$ cat src/rtl/uart_tx_cfg_if.sv
// Upstream word handshake for uart_tx_cfg: data plus valid/ready.
interface uart_tx_cfg_if #(
  parameter int DATA_WIDTH = 8
);
  logic [DATA_WIDTH-1:0] tx_data;
  logic                  tx_valid;
  logic                  tx_ready;

  modport master (output tx_data, output tx_valid, input tx_ready);
  modport slave  (input tx_data, input tx_valid, output tx_ready);
endinterface

$ cat src/rtl/uart_tx_cfg.sv
// Configurable UART transmitter: start, DATA_WIDTH bits LSB-first, optional
// parity, 1 or 2 stop bits; format latched per frame at accept.
module uart_tx_cfg #(
  parameter int CLK_FREQ   = 100_000_000,
  parameter int BAUD_RATE  = 115_200,
  parameter int DATA_WIDTH = 8
) (
  input  logic       clk,
  input  logic       reset,
  uart_tx_cfg_if.slave bus,
  input  logic [1:0] parity_mode,
  input  logic       stop_bits,
  output logic       tx,
  output logic       busy
);

  localparam int CYCLES_PER_BIT = CLK_FREQ / BAUD_RATE;
  localparam int CNT_W          = $clog2(CYCLES_PER_BIT);
  localparam int IDX_W          = $clog2(DATA_WIDTH);
  localparam logic [CNT_W-1:0] CNT_LAST = CNT_W'(CYCLES_PER_BIT - 1);
  localparam logic [IDX_W-1:0] IDX_LAST = IDX_W'(DATA_WIDTH - 1);

  typedef enum logic [2:0] {
    IDLE   = 3'd0,
    START  = 3'd1,
    DATA   = 3'd2,
    PARITY = 3'd3,
    STOP   = 3'd4
  } state_t;

  state_t                state, state_n;
  logic [CNT_W-1:0]      cnt, cnt_n;
  logic [IDX_W-1:0]      idx, idx_n;
  logic [DATA_WIDTH-1:0] shift, shift_n;
  logic                  par_en, par_en_n;
  logic                  par_bit, par_bit_n;
  logic                  stop2, stop2_n;
  logic                  tx_n, busy_n;
  logic                  accept, bit_end;

  assign bus.tx_ready = (state == IDLE) && !reset;
  assign accept       = bus.tx_valid && bus.tx_ready;
  assign bit_end      = (cnt == CNT_LAST);

  always_ff @(posedge clk) begin
    if (reset) begin
      state   <= IDLE;
      cnt     <= '0;
      idx     <= '0;
      shift   <= '0;
      par_en  <= 1'b0;
      par_bit <= 1'b0;
      stop2   <= 1'b0;
      tx      <= 1'b1;
      busy    <= 1'b0;
    end else begin
      state   <= state_n;
      cnt     <= cnt_n;
      idx     <= idx_n;
      shift   <= shift_n;
      par_en  <= par_en_n;
      par_bit <= par_bit_n;
      stop2   <= stop2_n;
      tx      <= tx_n;
      busy    <= busy_n;
    end
  end

  // tx/busy are registered from the next-state view so the line changes
  // on the same edge as the state, keeping every bit exactly one period.
  always_comb begin
    state_n   = state;
    cnt_n     = cnt;
    idx_n     = idx;
    shift_n   = shift;
    par_en_n  = par_en;
    par_bit_n = par_bit;
    stop2_n   = stop2;
    tx_n      = 1'b1;
    busy_n    = 1'b0;

    case (state)
      IDLE: begin
        if (accept) begin
          state_n   = START;
          cnt_n     = '0;
          idx_n     = '0;
          shift_n   = bus.tx_data;
          par_en_n  = (parity_mode == 2'b01) || (parity_mode == 2'b10);
          par_bit_n = (parity_mode == 2'b10) ? ~^bus.tx_data : ^bus.tx_data;
          stop2_n   = stop_bits;
          tx_n      = 1'b0;
          busy_n    = 1'b1;
        end
      end

      START: begin
        busy_n = 1'b1;
        tx_n   = 1'b0;
        cnt_n  = cnt + 1'b1;
        if (bit_end) begin
          cnt_n   = '0;
          idx_n   = '0;
          state_n = DATA;
          tx_n    = shift[0];
        end
      end

      DATA: begin
        busy_n = 1'b1;
        tx_n   = shift[0];
        cnt_n  = cnt + 1'b1;
        if (bit_end) begin
          cnt_n   = '0;
          shift_n = shift >> 1;
          if (idx == IDX_LAST) begin
            idx_n = '0;
            if (par_en) begin
              state_n = PARITY;
              tx_n    = par_bit;
            end else begin
              state_n = STOP;
              tx_n    = 1'b1;
            end
          end else begin
            idx_n = idx + 1'b1;
            tx_n  = shift[1];
          end
        end
      end

      PARITY: begin
        busy_n = 1'b1;
        tx_n   = par_bit;
        cnt_n  = cnt + 1'b1;
        if (bit_end) begin
          cnt_n   = '0;
          idx_n   = '0;
          state_n = STOP;
          tx_n    = 1'b1;
        end
      end

      STOP: begin
        busy_n = 1'b1;
        tx_n   = 1'b1;
        cnt_n  = cnt + 1'b1;
        if (bit_end) begin
          cnt_n = '0;
          // idx counts completed stop periods
          if (stop2 && (idx == '0)) begin
            idx_n = idx + 1'b1;
          end else begin
            idx_n   = '0;
            state_n = IDLE;
            busy_n  = 1'b0;
          end
        end
      end

      default: begin
        state_n = IDLE;
        cnt_n   = '0;
        idx_n   = '0;
      end
    endcase
  end

endmodule

$ cat src/flat_wrapper.sv
// flat-port wrapper written by rule: the top's interface ports become plain ports
module uart_tx_cfg_flat 
#(
  parameter int CLK_FREQ   = 100_000_000,
  parameter int BAUD_RATE  = 115_200,
  parameter int DATA_WIDTH = 8
)
  (clk, reset, parity_mode, stop_bits, tx, busy, bus_tx_data, bus_tx_valid, bus_tx_ready);
  uart_tx_cfg_if #(.DATA_WIDTH(DATA_WIDTH)) bus_i ();
  input  logic clk;
  input  logic reset;
  input  logic [1:0] parity_mode;
  input  logic stop_bits;
  output logic tx;
  output logic busy;
  input wire logic [$bits(bus_i.tx_data)-1:0] bus_tx_data;
  input wire logic [$bits(bus_i.tx_valid)-1:0] bus_tx_valid;
  output wire logic [$bits(bus_i.tx_ready)-1:0] bus_tx_ready;
  assign bus_i.tx_data = bus_tx_data;
  assign bus_i.tx_valid = bus_tx_valid;
  assign bus_tx_ready = bus_i.tx_ready;
  uart_tx_cfg #(.CLK_FREQ(CLK_FREQ), .BAUD_RATE(BAUD_RATE), .DATA_WIDTH(DATA_WIDTH)) u_core (.clk(clk), .reset(reset), .bus(bus_i), .parity_mode(parity_mode), .stop_bits(stop_bits), .tx(tx), .busy(busy));
endmodule
$ cat config.mk
export PLATFORM = sky130hd
export DESIGN_NAME = uart_tx_cfg_flat
export DESIGN_NICKNAME = d
export VERILOG_FILES = /design/src/rtl/uart_tx_cfg_if.sv /design/src/rtl/uart_tx_cfg.sv /design/src/flat_wrapper.sv
export SDC_FILE = /design/constraint.sdc
export NUM_CORES = 1
export LEC_CHECK = 0
export CAP_MARGIN = 20
export CORE_UTILIZATION = 55
export CTS_BUF_LIST = sky130_fd_sc_hd__clkbuf_8
export DETAILED_ROUTE_END_ITERATION = 8
export GPL_TIMING_DRIVEN = 0
export PLACE_DENSITY = 0.78
export SYNTH_ARGS = -nofsm -noshare
export SYNTH_HDL_FRONTEND = slang
export SYNTH_SLANG_ARGS = --single-unit
$ cat constraint.sdc
create_clock -name clk -period 5.45 [get_ports clk]
set_input_delay 1.635 -clock clk [delete_from_list [all_inputs] [get_ports clk]]
set_output_delay 1.635 -clock clk [all_outputs]
set_load 0.05 [all_outputs]
==> impl_metrics.json, run 1 <==
{
  "synth_nets": 199,
  "min_path_cells": 2,
  "initial_utilization_pct": 57.94,
  "r2r_cells": 7,
  "ys_types": 45,
  "clock_skew_ns": 0.004793,
  "worst_hold_path.endpoint": "u_core.stop2$_SDFFE_PP0P_",
  "drtIter0Drc": 41,
  "setup.worst_path.start_class": "input pin",
  "routabilityCongestion": 0.8870,
  "insertion_delay_ns": 0.28,
  "num-fill-cells": 230,
  "drc_errors": 0,
  "async_flop_share_pct": 0,
  "drt_pass1_iterations": 4,
  "worst_hold_path_type": "flop to flop",
  "power_density_nw_per_um2": 318.8,
  "synthSimpleGateAreaFrac_pct": 22.59,
  "grt_max_degree": 11,
  "die_y_um": 55.67,
  "whs_ns": 0.4762,
  "ios": 17,
  "rows": 19,
  "die_w_um": 55.67,
  "grtUsageTotal_pct": 24.11,
  "netlist_instances": 180,
  "dieArea_sq_um": 3099,
  "antenna_found_initial": 0,
  "ys_ff_latch": 29,
  "path_cells": "clkdlybuf4s50_1 -> clkbuf_2 -> clkbuf_2 -> nor2_1 -> clkdlybuf4s50_1",
  "hpwl_um": 2442,
  "arrival_ns": 3.62,
  "yosys.area.top_type": "dfxtp_1",
  "cp_max_fo": 10,
  "h-tree-depth": 2,
  "synth.avg_cell_area_sq_um": 8.800,
  "cts_tree": "yes",
  "synth_top_family_by_area": "simple AND/OR/NAND/NOR gates",
  "ant_nets": 0,
  "gr-total-overflow": 0,
  "path_clk_slew_ns": 0.06,
  "reg2reg_slack_ns": 3.23,
  "numCtsBuffers": 5,
  "grt_setup_unrepaired": "false",
  "yosys_warnings": 0,
  "setup_tns_ns": 0,
  "antenna_cells": 0,
  "finalSetupViolCount": 0,
  "timing.final.crit_share_pct": 96.34,
  "ir_drop_mv": 0.2437,
  "slew_viol_final": 0,
  "synthMuxAreaShare_pct": 5.766,
  "synth_edf_count": 0,
  "io_buffer_count": 16,
  "post-cts-setup-buffer-count": 0,
  "relSlewSlack_pct": 63.41,
  "drive_gt1_share_pct": 9.314,
  "syn2layout_area_growth_pct": 17.77,
  "r2r-start": "u_core.cnt[0]$_SDFFE_PP0N_",
  "cp_slowest_cell": "clkdlybuf4s50_1",
  "vias": 1347,
  "synthTopCellsByCount": "dfxtp_1 (29), nor2_1 (28), xnor2_1 (14), nand2_1 (9), mux2i_1 (8)",
  "p_leak_nw": 0.7247,
  "status": "finished clean",
  "coreArea_sq_um": 2734,
  "ctsRootBufferMaster": "clkbuf_8",
  "synth_xor_area_share_pct": 9.400,
  "pre_cts_slack_ns": -0.09613,
  "first_global_vias": 1386,
  "crit_required_ns": 3.82,
  "synthesis.area_sq_um": 1584,
  "synth_area_leaders": "dfxtp_1 (37%), xnor2_1 (7.7%), nor2_1 (6.6%), mux2i_1 (5.1%), ha_1 (3.9%)",
  "max_stage_delay_ns": 0.81,
  "timing.fmax_ghz": 0.1905,
  "setup_ws_ns": 0.1993,
  "tightestPinTransition_ns": 0.5489,
  "wl_per_cell_um": 14.17,
  "drt-total-wl_um": 3329,
  "synth_fa_ha_area_share_pct": 3.949,
  "grt_first_pass_wirelength_um": 5796,
  "hp-start": "u_core.stop2$_SDFFE_PP0P_",
  "min_period_ns": 5.251,
  "via_per_inst": 5.732,
  "ys_seq_area_share_pct": 36.65,
  "synth-compound-area-share_pct": 17.06,
  "place_area_sq_um": 1783,
  "fin_area_sq_um": 1866,
  "cts_buffer_depth": 2,
  "postLayoutCoreUtil_pct": 68.24,
  "cts.sink_count": 29,
  "end_kind": "primary output",
  "final_nets": 222,
  "synth.most_common_cell": "dfxtp_1",
  "yosysTopAreaCellShare_pct": 36.65,
  "hold_viol_final": 0,
  "reg2reg_to": "u_core.cnt[2]$_SDFFE_PP0N_",
  "cap_violations": 0,
  "crit_type": "input pin to primary output",
  "synth_flop_cell": "dfxtp_1"
}
[cells in the final DEF (no fill, tap or decap), types with 2 or more instances in the layout]
cell type / netlist / final
a211oi_1: 7 / 7
buf_2: 4 / 4
nand3_1: 4 / 4
clkbuf_1: 5 / 3
a21oi_1: 6 / 6
o2111ai_1: 2 / 2
inv_1: 6 / 9
nor2_1: 28 / 28
nor2b_1: 4 / 4
mux2i_1: 8 / 8
clkbuf_2: 0 / 2
nand2_1: 9 / 9
clkbuf_8: 0 / 5
xor2_1: 3 / 3
o211ai_1: 2 / 2
a211oi_2: 2 / 2
ha_1: 5 / 5
xnor2_1: 14 / 14
o21ai_1: 3 / 3
nor3b_1: 2 / 2
clkdlybuf4s50_1: 0 / 16
nand2b_1: 5 / 5
or3b_1: 2 / 2
dfxtp_1: 29 / 29
nor3_1: 7 / 7
[repair_timing]
action / 4_1_cts / 5_1_grt
setup endpoints to repair: 1 / 1
endpoints found under the hold margin: 0 / 0
hold buffers: 0 / 0
resized for setup: 1 / 2
[registers in the layout (all words and copies together), names as in the netlist]
signal and cells:
u_core.idx 3, u_core.state 3, u_core.shift 8, u_core.tx 1
u_core.cnt 10, u_core.par_en 1, u_core.par_bit 1, u_core.busy 1
u_core.stop2 1
[layout make-up]
class / instances / area, sq um / area share [%]
buffer: 10 / 52.55 / 2.817
clock buffer: 5 / 68.82 / 3.689
clock inverter: 3 / 11.26 / 0.6036
inverter: 6 / 22.52 / 1.207
multi-input combinational: 135 / 930.9 / 49.90
sequential: 29 / 580.6 / 31.12
tap: 31 / 38.79 / 2.079
timing repair buffer: 16 / 160.2 / 8.585
[worst max-delay path: cells and delay by family]
kind	cells	cell delay, ns
AND/OR/NAND/NOR	1	0.14
buffers and inverters	4	1.84
[cell families (layout without fill, tap and decap cells)]
kind of cell | count (synthesis) | count (layout)
AND/OR/NAND/NOR | 70 | 70
adder cells (fa/ha/maj) | 5 | 5
flip-flops | 29 | 29
AO/OA/AOI/OAI | 34 | 34
multiplexers | 9 | 9
XOR/XNOR | 17 | 17
buffers and inverters | 16 | 40
[how the worst max path moves through the flow]
stage	startpoint	to	slack, ns	depth (start not counted)
floorplan	reset	bus_tx_ready	1.09	3
global placement	reset	bus_tx_ready	-0.06	5
detailed placement	reset	bus_tx_ready	-0.1	5
CTS	reset	bus_tx_ready	0.05	5
global route	reset	bus_tx_ready	0.13	5
finish	reset	bus_tx_ready	0.20	5
[layer usage]
layer | wire length [um] | global-route usage, %
met5 | 0 | 0
met3 | 145 | 7.442
met4 | 79 | 15.00
met1 | 1465 | 27.03
met2 | 1638 | 39.76
[per-stage QoR]
step,total power (W),instances
after floorplan,0.0003873,180
after global placement,0.0004262,227
after detailed placement,0.0004337,227
after CTS,0.0005988,235
after global routing,0.0006298,235
final,0.0005948,235
[where the power goes]
group | internal (W) | leakage (nW) | switching (W)
combinational | 0.0000760 | 0.436 | 0.000102
clock | 0.0000848 | 0.0519 | 0.0000796
sequential | 0.000238 | 0.237 | 0.0000141
Note: power is estimated with default switching activity, not from simulation.
==> run 2: changes to the inputs <==
--- a/config.mk
+++ b/config.mk
@@ -7,7 +7,6 @@
 export LEC_CHECK = 0
 export CAP_MARGIN = 20
 export CORE_UTILIZATION = 55
-export CTS_BUF_LIST = sky130_fd_sc_hd__clkbuf_8
 export DETAILED_ROUTE_END_ITERATION = 8
 export GPL_TIMING_DRIVEN = 0
 export PLACE_DENSITY = 0.78
==> impl_metrics.json, run 2 (synthesis gave the netlist of run 1 again) <==
{
  "status": "finished clean",
  "cts_tree": "yes",
  "first_global_vias": 1396,
  "cp_max_fo": 10,
  "min_period_ns": 5.260,
  "die_y_um": 55.67,
  "drt-total-wl_um": 3298,
  "cts.sink_count": 29,
  "ir_drop_mv": 0.2560,
  "clock_skew_ns": 0.003193,
  "end_kind": "primary output",
  "drive_gt1_share_pct": 9.314,
  "final_cell_mix": "dfxtp_1 (29), nor2_1 (28), clkdlybuf4s50_1 (16)",
  "coreArea_sq_um": 2734,
  "timing.final.crit_share_pct": 96.51,
  "antenna_found_initial": 0,
  "cap_violations": 0,
  "whs_ns": 0.4823,
  "drc_errors": 0,
  "finalSetupViolCount": 0,
  "post-cts-setup-buffer-count": 0,
  "io_buffer_count": 16,
  "insertion_delay_ns": 0.32,
  "setup.worst_path.start_class": "input pin",
  "dieArea_sq_um": 3099,
  "dp_cells": 227,
  "die_w_um": 55.67,
  "timing.fmax_ghz": 0.1901,
  "worst-path-buf-inv": 4,
  "grt_max_degree": 11,
  "syn2layout_area_growth_pct": 15.80,
  "num-fill-cells": 229,
  "initial_utilization_pct": 57.94,
  "wl_per_cell_um": 14.03,
  "cp_slowest_cell": "clkdlybuf4s50_1",
  "hold_viol_final": 0,
  "ctsRootBufferMaster": "clkbuf_4",
  "routabilityCongestion": 0.8870,
  "postCtsHoldBufs": 0,
  "antenna_cells": 0,
  "path_clk_slew_ns": 0.09,
  "relSlewSlack_pct": 62.24,
  "path_cells": "clkdlybuf4s50_1 -> clkbuf_2 -> clkbuf_2 -> nor2_1 -> clkdlybuf4s50_1",
  "ios": 17,
  "hpwl_um": 2442,
  "rows": 19,
  "stdcell_count": 235,
  "crit_type": "input pin to primary output",
  "cts_buffer_depth": 2,
  "vias": 1344,
  "numCtsBuffers": 5,
  "arrival_ns": 3.62,
  "via_per_inst": 5.719,
  "drtIter0Drc": 41,
  "slew_viol_final": 0,
  "grt_first_pass_wirelength_um": 5747,
  "worst_hold_path_type": "flop to flop",
  "h-tree-depth": 2,
  "top_register": "u_core.cnt",
  "crit_family": "buffers and inverters",
  "tightestPinTransition_ns": 0.5665,
  "crit_required_ns": 3.82,
  "final_common_cell": "dfxtp_1",
  "drt_pass1_iterations": 4,
  "largest_reg_flops": 10,
  "gr-total-overflow": 0,
  "max_stage_delay_ns": 0.81,
  "power_density_nw_per_um2": 302.0,
  "grt_setup_unrepaired": "false",
  "ant_nets": 0,
  "p_leak_nw": 0.6993,
  "grtUsageTotal_pct": 23.32,
  "final_nets": 222,
  "top_regs": "u_core.cnt (10), u_core.shift (8)"
}
==> run 2: where the power goes <==
part / internal (W) / leakage [nW] / total [W] / switching [W]
registers: 0.000238 / 0.237 / 0.000252 / 0.0000141
clock network: 0.0000514 / 0.0265 / 0.000123 / 0.0000720
logic: 0.0000760 / 0.436 / 0.000179 / 0.000103
total: 0.000365 / 0.699 / 0.000554 / 0.000189
==> run 2: area by class of cell <==
type / instances / area (sq um) / area share [%]
clock buffers: 8 / 48.80 / 2.660
plain buffers: 10 / 52.55 / 2.865
multi-input cells: 135 / 930.9 / 50.75
flip-flops and latches: 29 / 580.6 / 31.65
repair buffers: 16 / 160.2 / 8.731
inverters: 6 / 22.52 / 1.228
well taps: 31 / 38.79 / 2.115
==> run 2: worst paths after layout <==
kind                               startpoint                          end  slack (ns)  cells past startpoint
setup / recovery                        reset                 bus_tx_ready        0.19                      5
hold / removal    u_core.par_bit$_SDFFE_PP0P_  u_core.par_bit$_SDFFE_PP0P_        0.48                      2
setup reg to reg   u_core.cnt[0]$_SDFFE_PP0N_   u_core.cnt[2]$_SDFFE_PP0N_        3.20                      7
hold reg to reg   u_core.par_bit$_SDFFE_PP0P_  u_core.par_bit$_SDFFE_PP0P_        0.48                      2
==> run 2: per-layer routing <==
metal / part of all wire [%] / up-vias / track usage, %
met2: 51 / 32 / 40.62
met4: 1.1 / 0 / 11.79
met1: 44 / 631 / 26.59
met5: 0 / - / 0
li1: - / 676 / -
met3: 4.0 / 5 / 5.349
==> run 2: timing repair <==
item	in CTS	in global routing
gates resized for setup	1	2
setup endpoints to repair	1	1
hold endpoints to repair	0	0
==> run 2: metrics by stage <==
step	setup TNS [ns]	setup WS, ns	utilization (%)	cell area [sq um]	power, W
floorplan	0	1.095	-	1584	0.0003873
global placement	-0.05982	-0.05982	65.22	1783	0.0004262
finish	0	0.1904	67.09	1834	0.0005539
CTS	0	0.04654	67.05	1833	0.0005536
global route	0	0.1295	67.09	1834	0.0005862
detailed placement	-0.09613	-0.09613	65.22	1783	0.0004337
==> run 2: worst min-delay path: cells and delay by family (launching register included) <==
kind | cells | cell delay, ns
flops | 1 | 0.32
simple gates | 1 | 0.06
mux | 1 | 0.06
==> run 3: changes to the inputs <==
--- a/config.mk
+++ b/config.mk
@@ -10,6 +10,7 @@
 export DETAILED_ROUTE_END_ITERATION = 8
 export GPL_TIMING_DRIVEN = 0
 export PLACE_DENSITY = 0.78
+export SLEW_MARGIN = 25
 export SYNTH_ARGS = -nofsm -noshare
 export SYNTH_HDL_FRONTEND = slang
 export SYNTH_SLANG_ARGS = --single-unit
==> results of run 3 <==
Same layout as run 2: the final DEF is identical, and so are final timing and power.
